[src/rtl/router_pkt_fifo.sv]
// Packet-aware synchronous FIFO for a router output port: SOP tagging, packet-end pulse, level/almost-full.
// Optional FIFO_PARITY_EN stores an even-parity bit per entry and flags it as par_err on read.
module router_pkt_fifo #(
   parameter int DATA_W  = 8,
   parameter int DEPTH   = 16,
   parameter int AF_LVL  = 14,
   parameter int LEN_MSB = 7,
   parameter int LEN_LSB = 2
) (
   input  logic                     clk,
   input  logic                     rst,
   input  logic                     sft_rst,
   input  logic                     wr_en,
   input  logic                     sop,
   input  logic [DATA_W-1:0]        d_in,
   input  logic                     rd_en,
   output logic [DATA_W-1:0]        d_out,
   output logic                     d_out_vld,
   output logic                     sop_out,
   output logic                     pkt_done,
   output logic                     empty,
   output logic                     full,
   output logic                     almost_full,
   output logic [$clog2(DEPTH):0]   level
`ifdef FIFO_PARITY_EN
   ,
   output logic                     par_err
`endif
);

   localparam int AW = $clog2(DEPTH);
   localparam int RW = LEN_MSB - LEN_LSB + 2;
`ifdef FIFO_PARITY_EN
   localparam int EW = DATA_W + 2;
`else
   localparam int EW = DATA_W + 1;
`endif
   localparam logic [AW:0]   P_ONE = {{AW{1'b0}}, 1'b1};
   localparam logic [RW-1:0] R_ONE = {{(RW-1){1'b0}}, 1'b1};
   localparam logic [AW:0]   AF_L  = AF_LVL[AW:0];

   logic [AW:0]   wp, rp;
   logic [EW-1:0] mem [DEPTH];
   logic [EW-1:0] rd_ent, wr_ent;
   logic [RW-1:0] rem, len_nx;
   logic          do_wr, do_rd, clr;

   assign clr         = !rst || sft_rst;
   assign empty       = (wp == rp);
   assign full        = (wp[AW] != rp[AW]) && (wp[AW-1:0] == rp[AW-1:0]);
   assign level       = wp - rp;
   assign almost_full = (level >= AF_L);
   assign do_wr       = wr_en && !full;
   assign do_rd       = rd_en && !empty;
   assign rd_ent      = mem[rp[AW-1:0]];
   // payload length plus the trailing parity byte
   assign len_nx      = {1'b0, rd_ent[LEN_MSB:LEN_LSB]} + R_ONE;

`ifdef FIFO_PARITY_EN
   assign wr_ent = {^{sop, d_in}, sop, d_in};
`else
   assign wr_ent = {sop, d_in};
`endif

   // storage is deliberately left uncleared by reset
   always_ff @(posedge clk) begin
      if (!clr && do_wr)
         mem[wp[AW-1:0]] <= wr_ent;
   end

   always_ff @(posedge clk) begin
      if (clr) begin
         wp        <= '0;
         rp        <= '0;
         rem       <= '0;
         d_out     <= '0;
         d_out_vld <= 1'b0;
         sop_out   <= 1'b0;
         pkt_done  <= 1'b0;
`ifdef FIFO_PARITY_EN
         par_err   <= 1'b0;
`endif
      end else begin
         if (do_wr)
            wp <= wp + P_ONE;
         d_out_vld <= do_rd;
         d_out     <= '0;
         sop_out   <= 1'b0;
         pkt_done  <= 1'b0;
`ifdef FIFO_PARITY_EN
         par_err   <= do_rd && (^rd_ent);
`endif
         if (do_rd) begin
            rp      <= rp + P_ONE;
            d_out   <= rd_ent[DATA_W-1:0];
            sop_out <= rd_ent[DATA_W];
            if (rd_ent[DATA_W])
               rem <= len_nx;
            else if (rem != '0) begin
               // a byte with no packet open is stray and leaves rem at zero
               rem      <= rem - R_ONE;
               pkt_done <= (rem == R_ONE);
            end
         end
      end
   end

endmodule

[config.mk]
export PLATFORM = sky130hd
export DESIGN_NAME = router_pkt_fifo
export DESIGN_NICKNAME = d
export VERILOG_FILES = /design/src/rtl/router_pkt_fifo.sv
export SDC_FILE = /design/constraint.sdc
export NUM_CORES = 1
export LEC_CHECK = 0
export CAP_MARGIN = 20
export CORE_ASPECT_RATIO = 1.5
export CORE_MARGIN = 2
export CORE_UTILIZATION = 53
export DETAILED_ROUTE_END_ITERATION = 6
export GPL_ROUTABILITY_DRIVEN = 0
export GPL_TIMING_DRIVEN = 0
export PLACE_DENSITY = 0.71
export SETUP_SLACK_MARGIN = 0.5
export SYNTH_ARGS = -nofsm -noshare
export SYNTH_HDL_FRONTEND = slang
export SYNTH_SLANG_ARGS = --single-unit
[constraint.sdc]
create_clock -name clk -period 5.7 [get_ports clk]
set_input_delay 1.14 -clock clk [delete_from_list [all_inputs] [get_ports clk]]
set_output_delay 1.14 -clock clk [all_outputs]
set_load 0.02 [all_outputs]
==> results of run 1 <==
flip-flops by register name, summed over array words and instances (netlist names), named ones only:
register	count
mem	144
d_out	8
rem	7
d_out_vld	1
pkt_done	1
rp	5
sop_out	1
wp	5
area by class of cell:
| class | count | area [µm²] |
|---|---|---|
| clock buffers | 23 | 543 |
| repair buffers | 46 | 467 |
| clock inverters | 9 | 77.6 |
| plain buffers | 17 | 125 |
| fillers | 932 | 4870 |
| flip-flops and latches | 176 | 4960 |
| inverters | 12 | 45.0 |
| multi-input cells | 216 | 2110 |
| well taps | 162 | 203 |
layout by cell type, fill, tap and decap left out, drive strengths merged, types with 2 or more instances in the layout:
cell type and instances:
and2 2, nor2 38, xor2 7, inv 18, mux2i 9, nand4 4
ha 13, a22o 3, nand2 19, o22ai 3, xnor2 10, a21o 3
a22oi 6, o21ai 6, clkdlybuf4s50 32, and2b 2, a21oi 11, mux4 37
nand2b 3, dfxtp 32, buf 26, clkbuf 28, clkinv 2, nor2b 5
nor3 8, nand3 8, mux2 3, a211oi 4, edfxtp 144
path summary, 6_finish.rpt:
kind,from,to,slack (ps),cells after the start
max reg2reg,wp[0]$_SDFFE_PP0N_,mem[6][5]$_DFFE_PP_,2760,7
max,wp[0]$_SDFFE_PP0N_,almost_full,1790,9
min,rp[1]$_SDFFE_PP0N_,rp[1]$_SDFFE_PP0N_,530,2
min reg2reg,rp[1]$_SDFFE_PP0N_,rp[1]$_SDFFE_PP0N_,530,2
critical path: cells and delay by family (launching register included):
kind            cells  cell delay, ps
fa+ha+maj           2             560
flops               1             350
xor+xnor            1             160
buf+inv             3             790
compound gates      3             460
cell families after synthesis:
| family | synth area share |
|---|---|
| adder cells (fa/ha/maj) | 0.0253 |
| AO/OA/AOI/OAI | 0.0393 |
| AND/OR/NAND/NOR | 0.0624 |
| buffers and inverters | 0.0236 |
| flip-flops | 0.687 |
| XOR/XNOR | 0.0206 |
| multiplexers | 0.141 |
layer usage:
metal	GRT usage	wire length, µm
met1	0.266	6020
met2	0.391	8350
met3	0.0423	588
met4	0.0808	311
met5	0	0
report_power, final:
part	total [W]	switching, W	internal (W)
clock	0.00119	0.000503	0.000685
combinational	0.0000896	0.0000509	0.0000387
sequential	0.00140	0.00000248	0.00139
total	0.00267	0.000556	0.00212
metrics by stage:
step | std cells | util
CTS | 659 | 0.635
floorplan | 421 | -
detailed placement | 627 | 0.589
finish | 661 | 0.637
global route | 661 | 0.637
global placement | 615 | 0.578
==> summary.md, run 1 <==
| Metric | Value |
|---|---|
| Status | `finished clean` |
| Post-CTS sizing | `0` |
| Area grow syn2layout | `18.1%` |
| Area after DPL | `7890 µm²` |
| CP Data Required Time | `4560 ps` |
| RSZ-0062 raised after global routing | `no` |
| Share of cells above drive strength 1 | `0.180` |
| HPWL Detailed | `10300 µm` |
| Worst IR Drop VDD | `0.000244 V` |
| Die Wd | `99.3 µm` |
| Cell row count | `52` |
| Hold_ws | `532 ps` |
| Via density | `5.79` |
| Synth top area share | `0.599` |
| Pwr Total | `0.00267 W` |
| Synth Warn # | `0` |
| Seq/Total Area, Yosys | `0.687` |
| Total CTS buffers | `17` |
| H-tree depth | `4` |
| Tmin final | `3910 ps` |
| HP Class | `reg -> reg` |
| Clock transition at path regs | `about 70 ps` |
| Total routed wirelength | `15300 µm` |
| Diodes inserted | `0` |
| Initial antenna violation count | `0` |
| Setup TNS | `0 ps` |
| Port Buffers | `32` |
| Design area | `8530 µm²` |
| CP Cell Sequence | `inv_1 > ha_1 > inv_1 > fa_1 > a21o_1 > a21oi_1 > xnor2_1 > a31o_2 > clkdlybuf4s50_1` |
| Fin. max-slew vios | `0` |
| Worst-Margin Slew | `1140 ps` |
| Mapped Avg Cell Area | `17.2 µm²` |
| Endpoint class of the critical path | `primary output` |
| First-pass GRT wire length | `23000 µm` |
| Most frequent cell after synthesis | `edfxtp_1` |
| Drt pass-1 iters | `5` |
| Cell repeated most along the worst path | `inv_1` |
| Max incr delay on CP | `roughly 590 ps` |
| Tot GR Track Use | `0.220` |
| Final hold vios | `0` |
| Avg WL per Cell | `23.1 µm` |
| LEAKAGE | `2.84 nW` |
| CTS tree | `done` |
| Startpoint Class | `flop` |
| Die footprint | `approximately 15000 µm²` |
| Top cells by count, synth | `144 x edfxtp_1, 38 x nor2_1, 32 x dfxtp_1` |
| Synth top area cells | `edfxtp_1 60%, dfxtp_1 8.9%, mux4_2 6.2%, mux4_1 6.2%, ha_1 2.3%` |
| Final worst setup slack | `1790 ps` |
| CTS Sinks | `176` |
| Drt first-iter violations | `344` |
| Critical path type | `reg -> out` |
| Number of remaining DRC errors | `0` |
| IO Pins | `33` |
| Relative max-transition margin | `0.234` |
| Hold buffers post-CTS | `0` |
| Netlist Area Pre-Place | `7220 µm²` |
| Number of synthesized register bits | `176` |
| F_max | `around 0.26 GHz` |
| Max stage delay cell, worst path | `clkdlybuf4s50_1` |
| Nets | `approximately 510` |
| Setup Fix Bufs, Post-CTS | `0` |
| Pin count of the biggest net entering global routing | `17` |
| # setup viols final | `0` |
| Syn_nets | `about 450` |
| Arr. time, crit path | `2770 ps` |
| CTS Root Cell | `clkbuf_16` |
| Max-cap violations | `0` |
| DP Worst Slack | `2040 ps` |
| CTS max path bufs | `2` |
| Synth Flop Type | `edfxtp_1` |
| Initial core utilization | `0.539` |
| CORE AREA | `13400 µm²` |
| Die height | `147 µm` |
| Yosys top cell by area | `edfxtp_1` |
| Pwr dens | `313 nW/µm²` |
| Crit path max fanout | `4` |
| ANT nets after route | `0` |
| Grt total ovfl | `0` |
| Final period util | `0.685` |
| Vias in the first global route | `3937` |
| Ys async rst share | `0` |
| Worst skew pair latency | `440 ps` |
| Post-synthesis cell count | `421` |
| EDFF count, synth | `144` |
| Max Clock Skew | `around 16 ps` |
| Netlist cell types | `47` |
| Routed via count | `3828` |
(Power assumes the default switching activity.)
==> inputs of run 2 (changes only) <==
clock period = 4.1 ns   (was 5.7 ns; I/O delays follow)
==> run 2 against run 1 <==
Net effect:
- core utilization hardly changed
- largest cell class unchanged
- largest power group unchanged
- sequential share of layout area hardly changed
- combinational power is 38% higher
- critical path depth stayed put
==> summary.md, run 2 (synthesized netlist as in run 1, its figures left out) <==
| Metric | Value |
|---|---|
| Routed via count | `3826 (-0.052%)` |
| Share of cells above drive strength 1 | `0.180 (unchanged)` |
| Final hold vios | `0 (unchanged)` |
| Crit path max fanout | `4 (unchanged)` |
| HP Class | `reg -> reg` |
| Die height | `147 µm (unchanged)` |
| Grt total ovfl | `0 (unchanged)` |
| Initial antenna violation count | `0 (unchanged)` |
| CTS tree | `done` |
| CTS Root Cell | `clkbuf_16` |
| Startpoint Class | `flop` |
| CORE AREA | `13400 µm² (unchanged)` |
| Seq pwr share | `0.522 (about the same)` |
| Endpoint class of the critical path | `primary output` |
| Pwr Total | `0.00372 W (+39%)` |
| Clock power share | `0.445 (about the same)` |
| Final worst setup slack | `769 ps (-1030 ps)` |
| Switching Share | `0.208 (about the same)` |
| Hold buffers post-CTS | `0 (unchanged)` |
| Comb pwr share | `0.033 (about the same)` |
| IO Pins | `33 (unchanged)` |
| Nets | `514 (unchanged)` |
| Total CTS buffers | `17 (unchanged)` |
| Avg WL per Cell | `23.1 µm (about the same)` |
| Status | `finished clean` |
| Critical path type | `reg -> out` |
| RSZ-0062 raised after global routing | `no` |
| Relative max-transition margin | `0.235 (+0.000519)` |
| Setup Fix Bufs, Post-CTS | `0 (unchanged)` |
| DP Worst Slack | `760 ps (-1280 ps)` |
| CTS Sinks | `176 (unchanged)` |
| Commonest non-fill, non-tap cell in the layout | `edfxtp_1` |
| Initial core utilization | `0.539 (unchanged)` |
| Drt pass-1 iters | `5 (unchanged)` |
| Max-cap violations | `0 (unchanged)` |
| Most frequent cells in the layout | `144 x edfxtp_1, 38 x nor2_1, 32 x dfxtp_1, 30 x clkdlybuf4s50_1, 21 x clkbuf_16` |
| Sw Pwr | `0.000774 W (+39%)` |
| First-pass GRT wire length | `23000 µm (unchanged)` |
| R2R Setup Slk | `1170 ps (-1590 ps)` |
| Max Clock Skew | `16.0 ps (+0.00120 ps)` |
| Setup TNS | `0 ps (unchanged)` |
| Port Buffers | `32 (unchanged)` |
| Arr. time, crit path | `2510 ps (-260 ps)` |
| F_max | `0.300 GHz` |
| CP Data Required Time | `3280 ps (-1280 ps)` |
| Pin count of the biggest net entering global routing | `17 (unchanged)` |
| Vias in the first global route | `3937 (unchanged)` |
| Area grow syn2layout | `18.2% (about the same)` |
| HPWL Detailed | `10300 µm (unchanged)` |
| ANT nets after route | `0 (unchanged)` |
| # setup viols final | `0 (unchanged)` |
| Pwr dens | `436 nW/µm² (+39%)` |
| Cell-internal power | `0.00294 W (+39%)` |
| LEAKAGE | `2.86 nW (+0.81%)` |
| CTS max path bufs | `2 (unchanged)` |
| Post-CTS sizing | `1 (+1)` |
| Die Wd | `99.3 µm (unchanged)` |
| Number of remaining DRC errors | `0 (unchanged)` |
| Drt first-iter violations | `344 (unchanged)` |
| Via density | `5.79 (about the same)` |
| Clock transition at path regs | `70 ps (about the same)` |
| Total routed wirelength | `15300 µm (about the same)` |
| Diodes inserted | `0 (unchanged)` |
| Max FFs per register | `144 (unchanged)` |
| Worst-Margin Slew | `1140 ps (-0.775 ps)` |
| Tot GR Track Use | `0.220 (unchanged)` |
| Die footprint | `14600 µm² (unchanged)` |
| H-tree depth | `4 (unchanged)` |
| Cell row count | `52 (unchanged)` |
| Final period util | `0.812` |
| Tmin final | `3330 ps` |
| Fin. max-slew vios | `0 (unchanged)` |
| Worst skew pair latency | `440 ps (about the same)` |
| Worst IR Drop VDD | `0.000340 V (+39%)` |
[run 2: path summary, 6_finish.rpt]
kind	start	to	cells past startpoint
min reg2reg	rp[1]$_SDFFE_PP0N_	rp[1]$_SDFFE_PP0N_	2
max reg2reg	wp[0]$_SDFFE_PP0N_	mem[6][5]$_DFFE_PP_	7
max	wp[0]$_SDFFE_PP0N_	almost_full	9
min	rp[1]$_SDFFE_PP0N_	rp[1]$_SDFFE_PP0N_	2
[run 2: layer usage]
layer / vias up / routed length (µm) / GRT usage
li1: 1781 / - / -
met1: 1920 / 5980 / 0.266
met2: 102 / 8360 / 0.391
met3: 23 / 622 / 0.0423
met4: 0 / 304 / 0.0808
met5: - / 0 / 0
[run 2: cell type report]
type	count	area, µm²
plain buffers	17	125
multi-input cells	216	2110
repair buffers	46	468
inverters	12	45.0
clock inverters	9	77.6
clock buffers	23	543
fillers	932	4870
well taps	162	203
flip-flops and latches	176	4960
[run 2: critical path: stages (launching register included)]
cell and delay [ps]:
dfxtp_1 350, inv_1 150, ha_1 160, inv_1 50
fa_1 400, a21o_1 170, a21oi_1 160, xnor2_1 100
a31o_2 220, dlygate4sd2_1 310
[run 2: power groups by stage]
stage / registers [W] / logic [W] / clock network (W)
after floorplan: 0.00198 / 0.0000663 / 0
after global placement: 0.00198 / 0.000119 / 0
after detailed placement: 0.00198 / 0.000124 / 0
after CTS: 0.00194 / 0.000125 / 0.00166
after global routing: 0.00194 / 0.000135 / 0.00174
final: 0.00194 / 0.000124 / 0.00165
[run 2: metrics by stage]
step / util / area (µm²) / instances / hold WS [ps]
after floorplan: - / 7220 / 421 / 480
after global placement: 0.578 / 7740 / 615 / 517
after detailed placement: 0.589 / 7890 / 627 / 521
after CTS: 0.635 / 8510 / 659 / 532
after global routing: 0.637 / 8530 / 661 / 564
final: 0.637 / 8530 / 661 / 532
==> inputs of run 3 (changes only) <==
PLACE_DENSITY = 0.74   (was 0.71)
clock period = 2.78 ns   (was 4.1 ns; I/O delays follow)
==> run 3 against run 2 <==
Net effect:
- sequential power grew 47%
- clock skew shrank 6.0 ps
- largest power group unchanged
- via count grew 7.1%
- non-clock buffer count grew 36
- global-route usage grew 1.9 points
- core utilization grew 4.7 points
- register-to-register slack lost 750 ps
- critical endpoint unchanged
- final area grew 7.4%
- first-iteration DRC count grew 1.5%
- worst hold slack gained 39 ps
==> summary.md, run 3 (synthesized netlist as in run 1, its figures left out) <==
| Metric | Value |
|---|---|
| Status | `finished clean` |
| CTS max path bufs | `2 (unchanged)` |
| Startpoint Class | `flop` |
| CTS Sinks | `176 (unchanged)` |
| Die height | `147 µm (unchanged)` |
| Relative max-transition margin | `0.529 (+0.294)` |
| Final period util | `0.960` |
| Commonest non-fill, non-tap cell in the layout | `edfxtp_1` |
| Max Clock Skew | `9.98 ps (-6.01 ps)` |
| Initial antenna violation count | `0 (unchanged)` |
| HPWL Detailed | `10600 µm (+2.8%)` |
| Avg WL per Cell | `23.9 µm (+3.3%)` |
| Hold buffers post-CTS | `0 (unchanged)` |
| Levels on crit path | `9 (unchanged)` |
| CTS tree | `done` |
| Pin count of the biggest net entering global routing | `17 (unchanged)` |
| Pwr dens | `599 nW/µm² (+37%)` |
| Nets | `550 (+7.0%)` |
| H-tree depth | `4 (unchanged)` |
| Crit path buf inv count | `3 (unchanged)` |
| Port Buffers | `32 (unchanged)` |
| HP Class | `reg -> reg` |
| Initial core utilization | `0.539 (unchanged)` |
| Cell repeated most along the worst path | `inv_2` |
| First-pass GRT wire length | `24800 µm (+7.7%)` |
| IO Pins | `33 (unchanged)` |
| Routed via count | `4097 (+7.1%)` |
| Worst IR Drop VDD | `0.000456 V (+34%)` |
| Fin. max-slew vios | `0 (unchanged)` |
| Endpoint class of the critical path | `primary output` |
| CTS Root Cell | `clkbuf_16` |
| Area grow syn2layout | `26.9%` |
| DP Worst Slack | `-254 ps (-1010 ps)` |
| Max incr delay on CP | `350 ps (-50 ps)` |
| Clock transition at path regs | `60 ps (about the same)` |
| Via density | `5.88 (+1.6%)` |
| Vias in the first global route | `4263 (+8.3%)` |
| RSZ-0062 raised after global routing | `yes` |
| # setup viols final | `0 (unchanged)` |
| Die Wd | `99.3 µm (unchanged)` |
| Final worst setup slack | `112 ps (-657 ps)` |
| Worst skew pair latency | `430 ps (about the same)` |
| Max FFs per register | `144 (unchanged)` |
| CORE AREA | `13400 µm² (unchanged)` |
| Arr. time, crit path | `2110 ps (-400 ps)` |
| F_max | `0.375 GHz` |
| Pwr Total | `0.00549 W (+48%)` |
| Share of cells above drive strength 1 | `0.366 (+0.186)` |
| Crit path max fanout | `2 (-2)` |
| Most frequent cells in the layout | `144 x edfxtp_1, 36 x buf_4, 31 x mux4_2, 26 x dfxtp_1, 25 x clkdlybuf4s50_1` |
| Max stage delay cell, worst path | `fa_2` |
| Tmin final | `2670 ps` |
| Design area | `9170 µm² (+7.4%)` |
| Hold path depth | `3 (+1)` |
| ANT nets after route | `0 (unchanged)` |
| Hold_ws | `571 ps (+39.1 ps)` |
| Drt first-iter violations | `349 (+1.5%)` |
| Cell row count | `52 (unchanged)` |
| Tot GR Track Use | `0.239 (+0.0185)` |
| Worst-Margin Slew | `707 ps (-437 ps)` |
| Max-cap violations | `0 (unchanged)` |
| Area after DPL | `7910 µm² (+0.27%)` |
| Final hold vios | `0 (unchanged)` |
| Die footprint | `14600 µm² (unchanged)` |
| Total routed wirelength | `16600 µm (+8.9%)` |
| Critical path type | `reg -> out` |
| CP Cell Sequence | `inv_2 > ha_4 > inv_2 > fa_2 > a21o_1 > a21oi_2 > xnor2_2 > a31o_2 > buf_6` |
| Total CTS buffers | `17 (unchanged)` |
| Grt total ovfl | `0 (unchanged)` |
| Drt pass-1 iters | `4 (-1)` |
| CP Data Required Time | `2220 ps (-1060 ps)` |
| R2R cell count | `10 (+3)` |
| LEAKAGE | `3.08 nW (+7.7%)` |
| Number of remaining DRC errors | `0 (unchanged)` |
| Diodes inserted | `0 (unchanged)` |
| Delay-heaviest family, CP | `compound AO/OA/AOI/OAI gates` |
[run 3: repair_timing]
| item | CTS | global route |
|---|---|---|
| cloned | 0 | 1 |
| gates resized for setup | 91 | 33 |
| hold endpoints to repair | 0 | 0 |
| setup buffers | 23 | 14 |
| setup endpoints to repair | 155 | 165 |
| pin swaps | 24 | 12 |
[run 3: stage by stage]
step,utilization,TNS (ps),cells
floorplan,-,0,421
global placement,0.581,-33680,615
detailed placement,0.590,-6670,627
CTS,0.669,0,682
global route,0.684,0,697
finish,0.684,0,697
[run 3: path summary, 6_finish.rpt]
path	startpoint	end	slack, ps
setup / recovery	wp[0]$_SDFFE_PP0N_	almost_full	110
hold / removal	rp[3]$_SDFFE_PP0N_	rp[4]$_SDFFE_PP0N_	570
setup reg to reg	flop	rem[1]$_SDFFE_PP0P_	420
hold reg to reg	rp[3]$_SDFFE_PP0N_	rp[4]$_SDFFE_PP0N_	570
[run 3: area by class of cell]
class / count / area [µm²]
sequential: 176 / 4980
tap: 162 / 203
buffer: 17 / 150
clock buffer: 24 / 557
inverter: 12 / 45.0
clock inverter: 8 / 58.8
timing repair buffer: 82 / 832
multi-input combinational: 216 / 2340
fill: 809 / 4240
[run 3: where the power goes]
part | internal [W] | switching (W)
clock | 0.00141 | 0.000986
sequential | 0.00286 | 0.00000509
combinational | 0.000110 | 0.000121
total | 0.00438 | 0.00111
[run 3: per-layer routing]
layer / part of all wire / track usage / vias to the layer above
met3: 0.046 / 0.0566 / 34
met1: 0.36 / 0.266 / 2083
met5: 0 / 0 / -
met4: 0.030 / 0.108 / 0
li1: - / - / 1841
met2: 0.57 / 0.429 / 139
[run 3: worst min-delay path: cells and delay by family, from the launching register on]
kind,cells,cell delay [ps]
flip-flops,1,310
AND/OR/NAND/NOR,2,160
XOR/XNOR,1,60
